[src/rtl/opc7_bus_arbiter.sv]
// Shares one memory/IO port between the opc7 CPU and a single DMA requester,
// stalling the CPU via cpu_clken. Define ARB_DMA_FAIR_EN for DMA-favoured ties with a burst cap.
module opc7_bus_arbiter #(
    parameter int WAIT_STATES   = 1,
    parameter int MAX_DMA_BURST = 4
) (
    input  logic        clk,
    input  logic        reset,
    input  logic [19:0] cpu_addr,
    input  logic [31:0] cpu_dout,
    input  logic        cpu_rnw,
    input  logic        cpu_vpa,
    input  logic        cpu_vda,
    input  logic        cpu_vio,
    output logic [31:0] cpu_din,
    output logic        cpu_clken,
    input  logic        dma_req,
    input  logic [19:0] dma_addr,
    input  logic [31:0] dma_wdata,
    input  logic        dma_rnw,
    output logic        dma_ack,
    output logic [31:0] dma_rdata,
    output logic [19:0] bus_addr,
    output logic [31:0] bus_wdata,
    output logic        bus_rnw,
    output logic        mem_ce,
    output logic        io_ce,
    input  logic [31:0] mem_rdata,
    input  logic [31:0] io_rdata
);
    if (WAIT_STATES < 0 || WAIT_STATES > 15) begin : g_bad_ws
        $error("opc7_bus_arbiter: WAIT_STATES must be 0..15");
    end
    if (MAX_DMA_BURST < 0 || MAX_DMA_BURST > 15) begin : g_bad_burst
        $error("opc7_bus_arbiter: MAX_DMA_BURST must be 0..15");
    end

    typedef enum logic [1:0] {IDLE, CPU_ACC, DMA_ACC} state_t;
    localparam logic [3:0] WS = 4'(WAIT_STATES);

    state_t      state_q;
    logic [3:0]  wcnt_q;
    logic [19:0] bus_addr_q;
    logic [31:0] bus_wdata_q;
    logic        bus_rnw_q;
    logic        mem_ce_q;
    logic        io_ce_q;

    logic cpu_req, dma_first, grant_dma, grant_cpu, last;

    assign cpu_req = cpu_vpa | cpu_vda | cpu_vio;

`ifdef ARB_DMA_FAIR_EN
    localparam logic [3:0] MAX_B = 4'(MAX_DMA_BURST);
    logic [3:0] fair_q;
    // DMA takes ties until it has won MAX_B of them back to back against a waiting CPU
    assign dma_first = (fair_q < MAX_B);
`else
    assign dma_first = 1'b0;
`endif

    assign grant_dma = dma_req & (~cpu_req | dma_first);
    assign grant_cpu = cpu_req & ~grant_dma;
    // Reset kills the completion so an aborted access never acks or releases the CPU
    assign last      = ~reset && (state_q != IDLE) && (wcnt_q == 4'd0);

    always_ff @(posedge clk) begin
        if (reset) begin
            state_q     <= IDLE;
            wcnt_q      <= 4'd0;
            bus_addr_q  <= 20'd0;
            bus_wdata_q <= 32'd0;
            bus_rnw_q   <= 1'b1;
            mem_ce_q    <= 1'b0;
            io_ce_q     <= 1'b0;
`ifdef ARB_DMA_FAIR_EN
            fair_q      <= 4'd0;
`endif
        end else begin
            case (state_q)
                IDLE: begin
                    if (grant_cpu) begin
                        state_q     <= CPU_ACC;
                        wcnt_q      <= WS;
                        bus_addr_q  <= cpu_addr;
                        bus_wdata_q <= cpu_dout;
                        bus_rnw_q   <= cpu_rnw;
                        mem_ce_q    <= (cpu_vpa | cpu_vda) & ~cpu_vio;
                        io_ce_q     <= cpu_vio;
                    end else if (grant_dma) begin
                        state_q     <= DMA_ACC;
                        wcnt_q      <= WS;
                        bus_addr_q  <= dma_addr;
                        bus_wdata_q <= dma_wdata;
                        bus_rnw_q   <= dma_rnw;
                        mem_ce_q    <= 1'b1;
                        io_ce_q     <= 1'b0;
                    end
                end
                default: begin
                    if (wcnt_q != 4'd0) begin
                        wcnt_q <= wcnt_q - 4'd1;
                    end else begin
                        state_q   <= IDLE;
                        bus_rnw_q <= 1'b1;
                        mem_ce_q  <= 1'b0;
                        io_ce_q   <= 1'b0;
                    end
                end
            endcase
`ifdef ARB_DMA_FAIR_EN
            if (state_q == IDLE) begin
                if (grant_cpu)
                    fair_q <= 4'd0;
                else if (grant_dma && cpu_req)
                    fair_q <= fair_q + 4'd1;
            end
`endif
        end
    end

    assign bus_addr  = bus_addr_q;
    assign bus_wdata = bus_wdata_q;
    assign bus_rnw   = bus_rnw_q;
    assign mem_ce    = mem_ce_q;
    assign io_ce     = io_ce_q;

    // In IDLE the CPU runs its internal cycle unless it is asking for the bus
    assign cpu_clken = reset | ((state_q == IDLE) ? ~cpu_req : (last && state_q == CPU_ACC));
    assign cpu_din   = (last && state_q == CPU_ACC) ? (io_ce_q ? io_rdata : mem_rdata) : 32'd0;
    assign dma_ack   = last && (state_q == DMA_ACC);
    assign dma_rdata = dma_ack ? mem_rdata : 32'd0;

endmodule

[config.mk]
export PLATFORM = sky130hd
export DESIGN_NAME = opc7_bus_arbiter
export DESIGN_NICKNAME = d
export VERILOG_FILES = /design/src/rtl/opc7_bus_arbiter.sv
export SDC_FILE = /design/constraint.sdc
export NUM_CORES = 1
export LEC_CHECK = 0
export CORE_AREA = 3 3 114 116
export CTS_CLUSTER_SIZE = 30
export DETAILED_ROUTE_END_ITERATION = 12
export DIE_AREA = 0 0 117 119
export HOLD_SLACK_MARGIN = 0.08
export PLACE_DENSITY = 0.72
export SETUP_SLACK_MARGIN = 0.3
export SKIP_LAST_GASP = 1
export SYNTH_ARGS = -nofsm -noshare
export SYNTH_HDL_FRONTEND = slang
export SYNTH_SLANG_ARGS = --single-unit
[constraint.sdc]
create_clock -name clk -period 6.38 [get_ports clk]
set_input_delay 0.957 -clock clk [delete_from_list [all_inputs] [get_ports clk]]
set_output_delay 0.957 -clock clk [all_outputs]
set_load 0.05 [all_outputs]
---- Yosys cells after proc, flatten, opt, wreduce, memory -nomap -nowiden ----
Index checks and enable logic that the tools add are counted.
word-level totals
  bits in registers ....................... 61
  bits of input ports ..................... 176
  output and inout port bits .............. 121
  logic and storage cells ................. 62
operators by class
  add/sub/neg operators ................... 1
  equality and inequality tests ........... 4
  mux-type cells .......................... 27
  bitwise gates (word level) .............. 10
  reduce and logical (&&, ||, !) cells .... 13
operator list
  cell                                                                 number
  32-bit two-way mux                                                   5
  20-bit two-way mux                                                   2
  4-bit two-way mux                                                    4
  1-bit two-way mux                                                    12
  2-bit two-way mux                                                    4
  2-bit AND reduction                                                  3
  2-bit nonzero test                                                   3
  1-bit logical AND                                                    4
  4-bit logical NOT                                                    1
  1-bit inverter                                                       4
  4-bit nonzero test                                                   1
  4-bit by 1-bit subtractor with 4-bit output (second input constant)  1
  1-bit AND                                                            3
  3-bit != test (second input constant)                                1
  1-bit OR                                                             3
  2-bit by 1-bit == test with 1-bit output (second input constant)     1
  2-bit == test (second input constant)                                1
  2-bit logical NOT                                                    1
  2-bit by 1-bit != test with 1-bit output (second input constant)     1

---- Longest topological paths before layout ----
  word-level depth ........................ 8
  gate-level depth with buffers ........... 8
  mapped depth without buffers ............ 6

---- Least setup slack after synthesis ----
No wires, ideal clock.
  kind .................................... input to output
  from .................................... in reset
  to ...................................... out dma_rdata[22]
  arrival ................................. 2.655 ns
  data required time ...................... 5.423 ns
  path slack .............................. 2.768 ns
  cell stages on the path ................. 4
  path buffers ............................ 2
  cell sequence ........................... clkbuf_1 > nor4b_2 > clkbuf_1 > and2_1
on the way
  word-level cells in the longest chain between the ends .. 5
ends and longest elaborated chain
  element                          line  source
  from (decl)                      8     input logic reset,
  1-bit inverter                   65    assign last = ~reset && (state_q != IDLE) && (wcnt_q == 4'd0);
  1-bit logical AND (2 in series)  65
  1-bit logical AND                131   assign dma_ack = last && (state_q == DMA_ACC);
  via dma_ack                      21    output logic dma_ack,
  32-bit two-way mux               132   assign dma_rdata = dma_ack ? mem_rdata : 32'd0;
  to (decl)                        22    output logic [31:0] dma_rdata,
The timed path passes the listed nets, and every way through them passes these cells.

---- Worst setup path after layout ----
  from .................................... reg wcnt_q[0]
  to ...................................... out cpu_din[31]
on the way
  word-level cells in the longest chain between the ends .. 4
ends and longest elaborated chain
  element                 line  source
  from (decl)             42    logic [3:0] wcnt_q;
  from (signal assigned)  102   wcnt_q <= wcnt_q - 4'd1;
  4-bit logical NOT       65
  1-bit logical AND       65
  1-bit logical AND       130   assign cpu_din = (last && state_q == CPU_ACC) ? (io_ce_q ? io_rdata : mem_rdata) : 32'd0;
  32-bit two-way mux      130
  to (decl)               15    output logic [31:0] cpu_din,
Every way passes these cells.

==> results.toml <==
[cts]
cts-buffers-inserted = 9
clk_pin_slew_ps = 50
cts_hold_buffers = 0
post_cts_buffers = 0
htree_levels = 3
cts_buffer_depth = 2
clkLatencyLatePin_ps = 320
cts_tree = "done"
cts_sinks = 61
cts-resized-gates = 0
root_buffer = "clkbuf_16"

[yosys]
synthFlopType = "dfxtp_1"
yosysTopAreaCellShare_pct = 36.0
synthArstFlopShare_pct = 0
synth_fp_nets = 631
synth_edf_count = 0
synth.avg_cell_area_um2 = 7.49
yosysWarningCount = 0
synth_most_common_cell = "nand2_1"
netlist_area_mm2 = 0.00339
yosysSeqAreaShare_pct = 36.0
synth_seq_cells = 61
yosysTopAreaCell = "dfxtp_1"
synth_area_leaders = "dfxtp_1, a311oi_1, nand2_1"
synth.top_cells.by_count = "nand2_1, nor2_1, dfxtp_1"
postSynthCellCount = 453
synth_cell_types = 31

[power]
p_comb_share_pct = 36.9
irDropWorstVdd_uv = 131
swShare_pct = 34.5
p_int_mw = 1.04
p_switching_mw = 0.548
p_leak_nw = 2.56
power_density_mw_per_mm2 = 236
seq_power_share_pct = 29.3
p_clk_share_pct = 33.9

[timing]
fin_ws_ps = 1780
period_share_pct = 72.1
worst_slew_pin_slew_ps = 1250
final.min_clock_period_ps = 4600
fmax_ghz = 0.217
setup_tns_ps = 0
final.hold.worst_slack_ps = 494
hold_viol = 0
setup_violations = 0
slew_headroom_pct = 16.6
rsz0062_at_grt = "false"
drv_slew = 0
clock-skew-final_ps = 9.81

[drt]
routed_wl_um = 14700
firstDrtPassIters = 6
avgViaCountPerCell = 4.90
wl_per_cell_um = 16.8
dr_wl_met2_um = 7330
vias = 4280
highest_layer = "met4"
drt_iter0_drc = 142
wl_met1_um = 5370
antenna_left = 0
drc = 0
route.met3.wl_um = 1440

[run]
max_cap_violations = 0

[global_route]
grt_first_pass_wirelength_um = 21500
grt_max_degree = 107
gr-usage-all-layers_pct = 19.6
gr-total-overflow = 0
antenna_found_initial = 2
grt_pass1_vias = 4199

[setup_path]
worstSetupPathType = "reg -> out"
crit_arrival_ps = 3640
cp_slowest_stage_delay_ps = 1020
crit_chain = "inv_1 > ha_1 > or3b_1 > or4b_1 > nor2_1 > clkdlybuf4s50_1"
r2r_slack_ps = 4430
crit_slowest_cell = "or4b_1"
cpLargestDelayFamily = "simple AND/OR/NAND/NOR gates"
cp-end-kind = "output port"
critPathBufInv = 2
critPathLaunchType = "register"
crit_required_ps = 5420
crit_fanout = 33

[placed_design]
io_buffers = 296
dp_hpwl_um = 11400
dpl_cell_area_mm2 = 0.00639
dp_slack_ps = 1990
gp_congestion = 0.859

[finish]
post-route-util_pct = 56.0
fin_nets = 898
synthToLayoutAreaGrowth_pct = 98.3
stdcell_area_mm2 = 0.00673
drive_gt1_share_pct = 3.72

[die]
core_mm2 = 0.0120
io-pin-count = 297
fp.dieArea_mm2 = 0.0139
die_w_um = 117
start_util_pct = 28.2
dieHeight_um = 119
fp-row-count = 40

[worst_hold_path]
hp-class = "reg -> reg"

[outcome]
status = "complete, no violations"
state kept, by name, indices dropped and copies added (netlist names):
| signal | flops |
|---|---|
| bus_wdata | 32 |
| bus_rnw | 1 |
| state_q | 2 |
| mem_ce | 1 |
| wcnt_q | 4 |
| io_ce | 1 |
| bus_addr | 20 |
cells in the final DEF, fill, tap and decap left out, types with 2 or more instances in the layout:
cell,n
bufinv_16,2
nor3b_1,2
nor2_1,89
clkbuf_8,2
inv_1,2
nor4_1,2
nand2_1,105
nor3_1,3
dfxtp_1,60
mux2i_1,32
diode_2,2
o21ai_0,4
clkdlybuf4s50_1,295
a21oi_1,2
a311oi_1,52
nor2_2,2
ha_1,2
and2_1,32
buf_4,3
a211oi_1,2
clkbuf_16,9
a32oi_1,2
or3_1,3
per-stage QoR:
stage	power, mW	instances
2_1_floorplan	0.806	453
5_1_grt	1.66	874
3_3_place_gp	1.05	856
4_1_cts	1.60	872
3_5_place_dp	1.06	856
6_report	1.59	874
power by group through the flow:
stage | registers (mW) | logic (mW) | clock network, mW
after global placement | 0.470 | 0.580 | 0
after CTS | 0.465 | 0.588 | 0.550
after detailed placement | 0.472 | 0.587 | 0
final | 0.464 | 0.585 | 0.537
after global routing | 0.470 | 0.620 | 0.567
after floorplan | 0.607 | 0.199 | 0
layout make-up:
cell class / instances / area [um^2]
Timing Repair Buffer: 299 / 2980
Multi-Input combinational cell: 347 / 1990
Sequential cell: 61 / 1220
Tap cell: 147 / 184
Clock inverter: 5 / 81.3
Fill cell: 1144 / 5280
Clock buffer: 11 / 253
Antenna cell: 2 / 5.00
Inverter: 2 / 7.51
worst register-to-register path, cell delays in order, from the launching register on:
cell,delay (ps)
dfxtp_1,400
nor3_2,180
buf_4,750
nor2_1,220
a311oi_1,300
per-layer routing:
| layer | global-route usage [%] | vias to the layer above |
|---|---|---|
| li1 | - | 2102 |
| met1 | 20.1 | 1946 |
| met2 | 35.0 | 204 |
| met3 | 7.27 | 28 |
| met4 | 8.60 | 0 |
| met5 | 0 | - |
final timing paths:
kind            startpoint            end  depth (start not counted)
max              wcnt_q[0]    cpu_din[31]                          6
min          bus_wdata[14]  bus_wdata[14]                          2
min reg2reg  bus_wdata[14]  bus_wdata[14]                          2
max reg2reg     state_q[0]   bus_wdata[6]                          4
cells by family after synthesis:
family                   synth area share [%]
AO/OA/AOI/OAI                            16.3
XOR/XNOR                                0.258
adder cells (fa/ha/maj)                 0.737
buffers and inverters                    5.86
flip-flops                               36.0
multiplexers                             9.44
AND/OR/NAND/NOR                          31.4
No activity file was read; power rests on OpenSTA's default activity.
